File: src/rtl/fpga_spi_cmd_responder.sv
// fpga_spi_cmd_responder: SPI mode-0 slave that decodes START / WRITE_REG / READ_REG
// word transactions from the flight-computer master and drives memory-map strobes.
// All logic runs on clk210_p. SPI pins are 2-FF synchronised and edge-detected.
// Optional feature macro: SPI_RESP_TIMEOUT_EN (stall watchdog aborting a transaction
// after TIMEOUT_CYC idle cycles with SS low).
`timescale 1ns/1ps
module fpga_spi_cmd_responder #(
  parameter int unsigned RD_LAT      = 2,
  parameter int unsigned TIMEOUT_CYC = 4096
) (
  input  logic        clk210_p,
  input  logic        reset_p,
  input  logic        spi_sck_p,
  input  logic        spi_mosi_p,
  input  logic        spi_ss_p,
  output logic        spi_miso_p,
  output logic [15:0] mm_rd_addr_p,
  output logic        mm_rd_en_p,
  input  logic [15:0] mm_rd_data_p,
  output logic [15:0] mm_wr_addr_p,
  output logic [15:0] mm_wr_data_p,
  output logic        mm_wr_en_p,
  output logic        spi_busy_p,
  output logic        spi_err_p
);

  localparam logic [15:0] START_W   = 16'd1;
  localparam logic [15:0] WRITE_W   = 16'd2;
  localparam logic [15:0] READ_W    = 16'd3;
  localparam logic [15:0] SUCCESS_W = 16'd20;
  localparam logic [15:0] STOP_W    = 16'd22;
  localparam logic [15:0] UNSUCC_W  = 16'd27;
  localparam logic [3:0]  RD_LAT_W  = 4'(RD_LAT);

  typedef enum logic [2:0] {
    S_IDLE  = 3'd0,
    S_CMD   = 3'd1,
    S_ADDR  = 3'd2,
    S_MMRD  = 3'd3,
    S_DATA  = 3'd4,
    S_STOP  = 3'd5,
    S_DRAIN = 3'd6
  } state_e;

  logic [2:0]  sck_sync_q;
  logic [1:0]  mosi_sync_q;
  logic [1:0]  ss_sync_q;
  state_e      state_q, state_d;
  logic [3:0]  bit_cnt_q, bit_cnt_d;
  logic [15:0] rx_q, rx_d;
  logic [15:0] tx_q, tx_d;
  logic        is_read_q, is_read_d;
  logic [15:0] addr_q, addr_d;
  logic [3:0]  wait_q, wait_d;
  logic        miso_q, miso_d;
  logic        rd_en_q, rd_en_d;
  logic [15:0] rd_addr_q, rd_addr_d;
  logic        wr_en_q, wr_en_d;
  logic [15:0] wr_addr_q, wr_addr_d;
  logic [15:0] wr_data_q, wr_data_d;
  logic        busy_q, busy_d;
  logic        err_q, err_d;

  logic        sck_rise_s, sck_fall_s, mosi_s, ss_high_s;
  logic        word_done_s, active_s, abort_s, timeout_s, sck_ok_s;
  logic [15:0] word_s;

`ifdef SPI_RESP_TIMEOUT_EN
  localparam int unsigned TMO_W = $clog2(TIMEOUT_CYC + 1);
  localparam logic [TMO_W-1:0] TMO_LIMIT = TMO_W'(TIMEOUT_CYC - 1);
  logic [TMO_W-1:0] tmo_q, tmo_d;
  logic             ignore_q, ignore_d;
`else
  logic [31:0] unused_tmo_s;
  assign unused_tmo_s = 32'(TIMEOUT_CYC);
`endif

  assign sck_rise_s = sck_sync_q[1] & ~sck_sync_q[2];
  assign sck_fall_s = ~sck_sync_q[1] & sck_sync_q[2];
  assign mosi_s     = mosi_sync_q[1];
  assign ss_high_s  = ss_sync_q[1];

  // Synchronise the asynchronous SPI pins; third SCK stage gives edge detection.
  always_ff @(posedge clk210_p) begin
    if (reset_p) begin
      sck_sync_q  <= 3'b000;
      mosi_sync_q <= 2'b00;
      ss_sync_q   <= 2'b11;
    end else begin
      sck_sync_q  <= {sck_sync_q[1:0], spi_sck_p};
      mosi_sync_q <= {mosi_sync_q[0], spi_mosi_p};
      ss_sync_q   <= {ss_sync_q[0], spi_ss_p};
    end
  end

  // Bit layer, abort handling, transaction FSM and output next-state.
  always_comb begin
    state_d     = state_q;
    bit_cnt_d   = bit_cnt_q;
    rx_d        = rx_q;
    tx_d        = tx_q;
    is_read_d   = is_read_q;
    addr_d      = addr_q;
    wait_d      = wait_q;
    rd_en_d     = 1'b0;
    rd_addr_d   = rd_addr_q;
    wr_en_d     = 1'b0;
    wr_addr_d   = wr_addr_q;
    wr_data_d   = wr_data_q;
    err_d       = 1'b0;
    word_done_s = 1'b0;
    word_s      = {rx_q[14:0], mosi_s};
    active_s    = (state_q != S_IDLE) || (bit_cnt_q != 4'd0);
    timeout_s   = 1'b0;
    sck_ok_s    = 1'b1;
`ifdef SPI_RESP_TIMEOUT_EN
    tmo_d    = tmo_q;
    ignore_d = ignore_q & ~ss_high_s;
    sck_ok_s = ~ignore_q;
    if (sck_rise_s || sck_fall_s || ss_high_s || !active_s || ignore_q) begin
      tmo_d = {TMO_W{1'b0}};
    end else if (tmo_q == TMO_LIMIT) begin
      timeout_s = 1'b1;
      ignore_d  = 1'b1;
      tmo_d     = {TMO_W{1'b0}};
    end else begin
      tmo_d = tmo_q + {{(TMO_W-1){1'b0}}, 1'b1};
    end
`endif
    abort_s = (ss_high_s && active_s) || timeout_s;

    if (abort_s) begin
      state_d   = S_IDLE;
      bit_cnt_d = 4'd0;
      rx_d      = 16'd0;
      tx_d      = 16'd0;
      wait_d    = 4'd0;
      err_d     = 1'b1;
    end else begin
      if (!ss_high_s && sck_ok_s) begin
        if (sck_rise_s) begin
          rx_d        = word_s;
          bit_cnt_d   = bit_cnt_q + 4'd1;
          word_done_s = (bit_cnt_q == 4'd15);
        end else if (sck_fall_s && (bit_cnt_q != 4'd0)) begin
          // The fall after the 16th rise (count wrapped) must not disturb a freshly loaded response.
          tx_d = {tx_q[14:0], 1'b0};
        end else begin
          tx_d = tx_q;
        end
      end else begin
        bit_cnt_d = bit_cnt_q;
      end

      case (state_q)
        S_IDLE: begin
          if (word_done_s) begin
            if (word_s == START_W) begin
              state_d = S_CMD;
              tx_d    = SUCCESS_W;
            end else begin
              state_d = S_DRAIN;
              tx_d    = UNSUCC_W;
              err_d   = 1'b1;
            end
          end else begin
            state_d = S_IDLE;
          end
        end
        S_CMD: begin
          if (word_done_s) begin
            if ((word_s == WRITE_W) || (word_s == READ_W)) begin
              is_read_d = (word_s == READ_W);
              state_d   = S_ADDR;
              tx_d      = SUCCESS_W;
            end else begin
              state_d = S_DRAIN;
              tx_d    = UNSUCC_W;
              err_d   = 1'b1;
            end
          end else begin
            state_d = S_CMD;
          end
        end
        S_ADDR: begin
          if (word_done_s) begin
            addr_d = word_s;
            tx_d   = SUCCESS_W;
            if (is_read_q) begin
              state_d   = S_MMRD;
              rd_en_d   = 1'b1;
              rd_addr_d = word_s;
              wait_d    = 4'd0;
            end else begin
              state_d = S_DATA;
            end
          end else begin
            state_d = S_ADDR;
          end
        end
        S_MMRD: begin
          // Strobe was high on entry (wait=0); data is valid RD_LAT cycles later.
          if (wait_q == RD_LAT_W) begin
            tx_d    = mm_rd_data_p;
            state_d = S_DATA;
          end else begin
            wait_d = wait_q + 4'd1;
          end
        end
        S_DATA: begin
          if (word_done_s) begin
            if (!is_read_q) begin
              wr_en_d   = 1'b1;
              wr_addr_d = addr_q;
              wr_data_d = word_s;
            end else begin
              wr_en_d = 1'b0;
            end
            tx_d    = STOP_W;
            state_d = S_STOP;
          end else begin
            state_d = S_DATA;
          end
        end
        S_STOP, S_DRAIN: begin
          if (word_done_s) begin
            tx_d    = 16'd0;
            state_d = S_IDLE;
          end else begin
            state_d = state_q;
          end
        end
        default: begin
          state_d = S_IDLE;
          tx_d    = 16'd0;
        end
      endcase
    end

    miso_d = ~ss_high_s & tx_d[15];
    busy_d = (state_d != S_IDLE) || (bit_cnt_d != 4'd0);
  end

  // State and registered outputs; reset discards any transaction in flight.
  always_ff @(posedge clk210_p) begin
    if (reset_p) begin
      state_q   <= S_IDLE;
      bit_cnt_q <= 4'd0;
      rx_q      <= 16'd0;
      tx_q      <= 16'd0;
      is_read_q <= 1'b0;
      addr_q    <= 16'd0;
      wait_q    <= 4'd0;
      miso_q    <= 1'b0;
      rd_en_q   <= 1'b0;
      rd_addr_q <= 16'd0;
      wr_en_q   <= 1'b0;
      wr_addr_q <= 16'd0;
      wr_data_q <= 16'd0;
      busy_q    <= 1'b0;
      err_q     <= 1'b0;
    end else begin
      state_q   <= state_d;
      bit_cnt_q <= bit_cnt_d;
      rx_q      <= rx_d;
      tx_q      <= tx_d;
      is_read_q <= is_read_d;
      addr_q    <= addr_d;
      wait_q    <= wait_d;
      miso_q    <= miso_d;
      rd_en_q   <= rd_en_d;
      rd_addr_q <= rd_addr_d;
      wr_en_q   <= wr_en_d;
      wr_addr_q <= wr_addr_d;
      wr_data_q <= wr_data_d;
      busy_q    <= busy_d;
      err_q     <= err_d;
    end
  end

`ifdef SPI_RESP_TIMEOUT_EN
  // Stall watchdog counter and post-timeout SCK blanking until SS deasserts.
  always_ff @(posedge clk210_p) begin
    if (reset_p) begin
      tmo_q    <= {TMO_W{1'b0}};
      ignore_q <= 1'b0;
    end else begin
      tmo_q    <= tmo_d;
      ignore_q <= ignore_d;
    end
  end
`endif

  assign spi_miso_p   = miso_q;
  assign mm_rd_addr_p = rd_addr_q;
  assign mm_rd_en_p   = rd_en_q;
  assign mm_wr_addr_p = wr_addr_q;
  assign mm_wr_data_p = wr_data_q;
  assign mm_wr_en_p   = wr_en_q;
  assign spi_busy_p   = busy_q;
  assign spi_err_p    = err_q;

endmodule

File: config.mk
export PLATFORM = sky130hd
export DESIGN_NAME = fpga_spi_cmd_responder
export DESIGN_NICKNAME = d
export VERILOG_FILES = /design/src/rtl/fpga_spi_cmd_responder.sv
export SDC_FILE = /design/constraint.sdc
export NUM_CORES = 1
export LEC_CHECK = 0
export BUFFER_PORTS_ARGS = -buffer_cell sky130_fd_sc_hd__buf_2
export CAP_MARGIN = 20
export CORE_ASPECT_RATIO = 1.5
export CORE_MARGIN = 8
export CORE_UTILIZATION = 40
export DETAILED_ROUTE_END_ITERATION = 10
export SYNTH_ARGS = -nofsm -noshare
export SYNTH_HDL_FRONTEND = slang
export SYNTH_SLANG_ARGS = --single-unit
File: constraint.sdc
create_clock -name clk210_p -period 5.3 [get_ports clk210_p]
set_input_delay 1.325 -clock clk210_p [delete_from_list [all_inputs] [get_ports clk210_p]]
set_output_delay 1.325 -clock clk210_p [all_outputs]
set_load 0.05 [all_outputs]
Word level (Yosys, flattened, before mapping)
Index checks and enable logic that the tools add are counted.
Word-level totals
  logic and storage cells: 109
  bits of input ports: 21
  output and inout port bits: 53
  flip-flop bits (word level): 119
Cells by class
  $add $sub $neg: 2
  bitwise logic cells: 11
  eq/ne operators: 14
  reductions and logical operators: 21
  muxes and demuxes: 42
Operators with widths (count)
  16-bit 2-to-1 mux: 10
  16-bit case mux with 6 select lines: 1
  16-bit by 2-bit == test with 1-bit output, second input constant: 2
  4-bit 2-to-1 mux: 8
  3-bit 2-to-1 mux: 9
  3-bit case mux with 6 select lines: 1
  16-bit by 1-bit == test with 1-bit output, second input constant: 1
  4-bit AND reduction: 4
  1-bit 2-to-1 mux: 11
  3-bit == test, second input constant: 3
  4-bit by 1-bit adder with 4-bit output, second input constant: 2
  1-bit inverter: 8
  4-bit case mux with 2 select lines: 1
  4-bit nonzero test: 2
  4-bit OR reduction: 2
  3-bit by 2-bit == test with 1-bit output, second input constant: 2
  2-bit inequality test, second input constant: 3
  3-bit nonzero test: 2
  4-bit by 2-bit == test with 1-bit output, second input constant: 1
  4-bit == test, second input constant: 1
  2-bit OR reduction: 2
  1-bit bitwise AND: 3
  3-bit by 1-bit == test with 1-bit output, second input constant: 1
  3-bit zero test: 1
  6 further kinds: 9

Longest topological paths before layout
  word-level depth: 10
  mapped depth: 9
  depth with buffers taken out: 7

Worst setup path before layout
No wires, ideal clock.
  path type: input port to flip-flop
  start: input reset_p
  end: register busy_q (netlist: spi_busy_p)
  setup slack: 2937 ps
  data required time: 5166 ps
  cell stages on the path: 5
  arrival: 2229 ps
  path buffers: 1
  path through: clkbuf_1 > inv_1 > nand2_1 > a21oi_1 > or4_1
RTL lines
  start, declared: RTL line 12  | input logic reset_p,
  end signal, assigned: RTL line 276  | busy_q <= busy_d;
  end, declared: RTL line 61  | logic busy_q, busy_d;

==> flow_summary.yaml <==
finish:
  design_area_sq_um: 5810
  antenna_cells: 0
  drive_above_1_share_pct: 17.9
  syn2layout_area_growth_pct: 21.7
  utilization_pct: 49.1
  nNetsFinal: 660
  num-fill-cells: 1157
  finalNonFillerCells: 801
drt:
  wl_per_cell_um: 16.2
  ant_nets: 0
  wirelength_um: 12900
  drc_errors: 0
  firstDrtPassIters: 4
  num_vias: 4199
  drt_iter0_markers: 225
  routed_via_density: 5.24
global_route:
  grt_pass1_wl_um: 21100
  antenna_found_initial: 0
  grt_max_degree: 47
  grt_pass1_vias: 4259
  grt_usage_pct: 16.7
  grt_overflow: 0
clock_network:
  post_cts_resized: 0
  clockRootBuffer: "clkbuf_16"
  clock_sinks: 119
  clkTransAtPathRegs_ns: 0.05
  cts_buffers: 17
  insertion_delay_ns: 0.41
  htree_levels: 4
  cts_tree: "yes"
  clk_path_buf_depth: 2
  postCtsSetupBuffers: 0
  hold_buffers: 0
synthesis:
  synthArstFlopShare_pct: 0
  synth_top_family_by_area: "simple AND/OR/NAND/NOR gates"
  ys_ff_latch: 119
  yosys-top-cells-area: "dfxtp_1, nand2_1, a21oi_1, mux2i_1, clkbuf_1"
  synth_fa_ha_area_share_pct: 1.05
  yosys.area.top_type: "dfxtp_1"
  synthMostInstantiatedCell: "nand2_1"
  ys_seq_area_share_pct: 49.9
  synth_top_cell_area_share_pct: 49.9
  synth_commonest_cells: "nand2_1, dfxtp_1, a21oi_1, clkbuf_1, nor2_1"
  synth-simple-area-share_pct: 23.4
  synth_xor_area_share_pct: 1.10
  ys_types: 51
  synth_enable_flop_cells: 0
  synth_nets: 606
  postSynthCellCount: 581
  yosys_warnings: 0
  syn_avg_cell_area_sq_um: 8.22
  synth_compound_area_share_pct: 16.9
  ys.flop_type: "dfxtp_1"
  synth_mux_area_share_pct: 3.56
  syn_area_sq_um: 4770
pwr:
  pwr-share-clk_pct: 55.4
  p_switching_w: 0.000418
  switching_share_pct: 20.0
  p_int_w: 0.00167
  combPwrFrac_pct: 1.5
  vdd_ir_drop_max_mv: 0.226
  power_density_nw_per_um2: 360
  p_total_w: 0.00209
  power_leakage_nw: 2.30
  p_seq_share_pct: 43.1
die:
  start_util_pct: 40.3
  coreArea_sq_um: 11800
  num_rows: 49
  die_y_um: 150
  die_area_sq_um: 15800
  io-pin-count: 74
  die_x_um: 105
timing:
  rsz0062_at_grt: "false"
  max_slew_margin_pct: 31.7
  tightest_slew_ns: 1.02
  fin_setup_tns_ns: 0
  finalSetupViolCount: 0
  fin_crit_sh_pct: 54.7
  fmax_mhz: 345
  final_hold_viol_count: 0
  worst_clock_skew_ns: 0.00890
  slew_violations: 0
  period_needed_ns: 2.90
critical_path:
  endpoint_kind: "register"
  critPathLaunchType: "input port"
  critPathBufInv: 2
  cp.arrival_ns: 3.18
  cp_cell_sequence: "buf_2 -> inv_1 -> nand2_1 -> a21oi_1 -> or4_1"
  path_class: "in2reg"
  cp.required_ns: 5.58
  cpLargestDelayFamily: "simple AND/OR/NAND/NOR gates"
  slowest_stage: "nand2_1"
  critPathMaxStageDelay_ns: 0.58
  cp_max_fo: 37
status:
  run_status: "finished, final reports clean"
placed_design:
  finalWeightedCongestion: 0.950
  hpwl_um: 8820
  port-buffer-count: 73
  dp.cells: 768
  placed_area_sq_um: 5200
worst_hold_path:
  hold_class: "reg2reg"
flow_run:
  drv_cap: 0
## flip-flops by register name, indices dropped and copies added, names as in the netlist, 2 cells and up
register / count
addr_q: 16
mm_rd_addr_p: 16
mm_wr_addr_p: 16
mm_wr_data_p: 16
tx_q: 16
rx_q: 15
bit_cnt_q: 4
wait_q: 4
sck_sync_q: 3
state_q: 3
mosi_sync_q: 2
ss_sync_q: 2
## worst reg2reg max path, delay by kind of cell (launching register included)
kind / cells / cell delay (ns)
buffers and inverters: 1 / 0.35
DFF: 1 / 0.40
and+or+nand+nor: 5 / 1.97
## cells in the final DEF, fill, tap and decap left out, types with 2 or more instances in the layout
cell,synthesis,final
nand2_1,157,157
dfxtp_1,119,119
a21oi_1,90,90
buf_2,6,73
nor2_1,31,30
nand3_1,22,22
mux2i_1,17,17
clkbuf_16,0,17
a2bb2oi_1,12,12
nor2b_1,8,8
a211oi_1,7,7
o21ai_0,6,6
clkbuf_1,36,6
inv_1,5,5
and3_1,4,4
nor3_1,4,4
nor4_1,4,4
ha_1,4,4
or2_2,3,3
nor3b_1,5,3
nand4_1,3,3
a311oi_1,3,3
xor2_1,3,3
xnor2_1,3,3
bufinv_16,0,3
buf_4,0,3
nor3b_2,0,2
o211ai_1,2,2
clkinvlp_4,0,2
clkbuf_8,0,2
## cell type report
cell class                 count  area, sq um  area share [%]
clock buffer                  25          475            8.18
clock inverter                 7          119            2.05
inverter                       5         18.8           0.323
multi-input combinational    414         2210            38.0
sequential                   119         2380            41.0
tap                          153          191            3.30
timing repair buffer          78          414            7.13
## power by group through the flow
| stage | registers, W | clock network, W | logic, W |
|---|---|---|---|
| final | 0.000900 | 0.00116 | 0.0000311 |
| after global routing | 0.000900 | 0.00122 | 0.0000342 |
| after CTS | 0.000900 | 0.00118 | 0.0000311 |
| after detailed placement | 0.000919 | 0 | 0.0000310 |
| after global placement | 0.000919 | 0 | 0.0000307 |
| after floorplan | 0.000918 | 0 | 0.0000197 |
## layer usage
layer	wire, um	GRT usage (%)	vias up
met1	5510	18.2	1969
met5	0	0	-
met3	613	4.61	26
met4	345	9.89	0
li1	-	-	2088
met2	6470	28.3	116
## final timing paths
check	start	to	cells after the start	slack (ns)
setup / recovery	reset_p	spi_busy_p$_SDFF_PP0_	5	2.40
hold / removal	ss_sync_q[0]$_SDFF_PP1_	ss_sync_q[1]$_SDFF_PP1_	1	0.41
setup reg to reg	ss_sync_q[1]$_SDFF_PP1_	wait_q[2]$_SDFFE_PP0P_	6	2.45
hold reg to reg	ss_sync_q[0]$_SDFF_PP1_	ss_sync_q[1]$_SDFF_PP1_	1	0.41
## kinds of logic (layout without fill, tap and decap cells)
family / count (synthesis) / after routing
xor gates and xnor gates: 6 / 6
buffers and inverters: 48 / 115
and+or+nand+nor: 253 / 253
AOI/OAI and AO/OA: 134 / 134
adders and majority gates: 4 / 4
DFF: 119 / 119
muxes: 17 / 17
## through the flow
stage / hold slack (ns) / setup slack, ns
floorplan: 0.389 / 2.94
global placement: 0.397 / 2.03
detailed placement: 0.399 / 1.98
CTS: 0.411 / 2.40
global route: 0.434 / 2.22
finish: 0.407 / 2.40
Note: power is estimated with default switching activity, not from simulation.
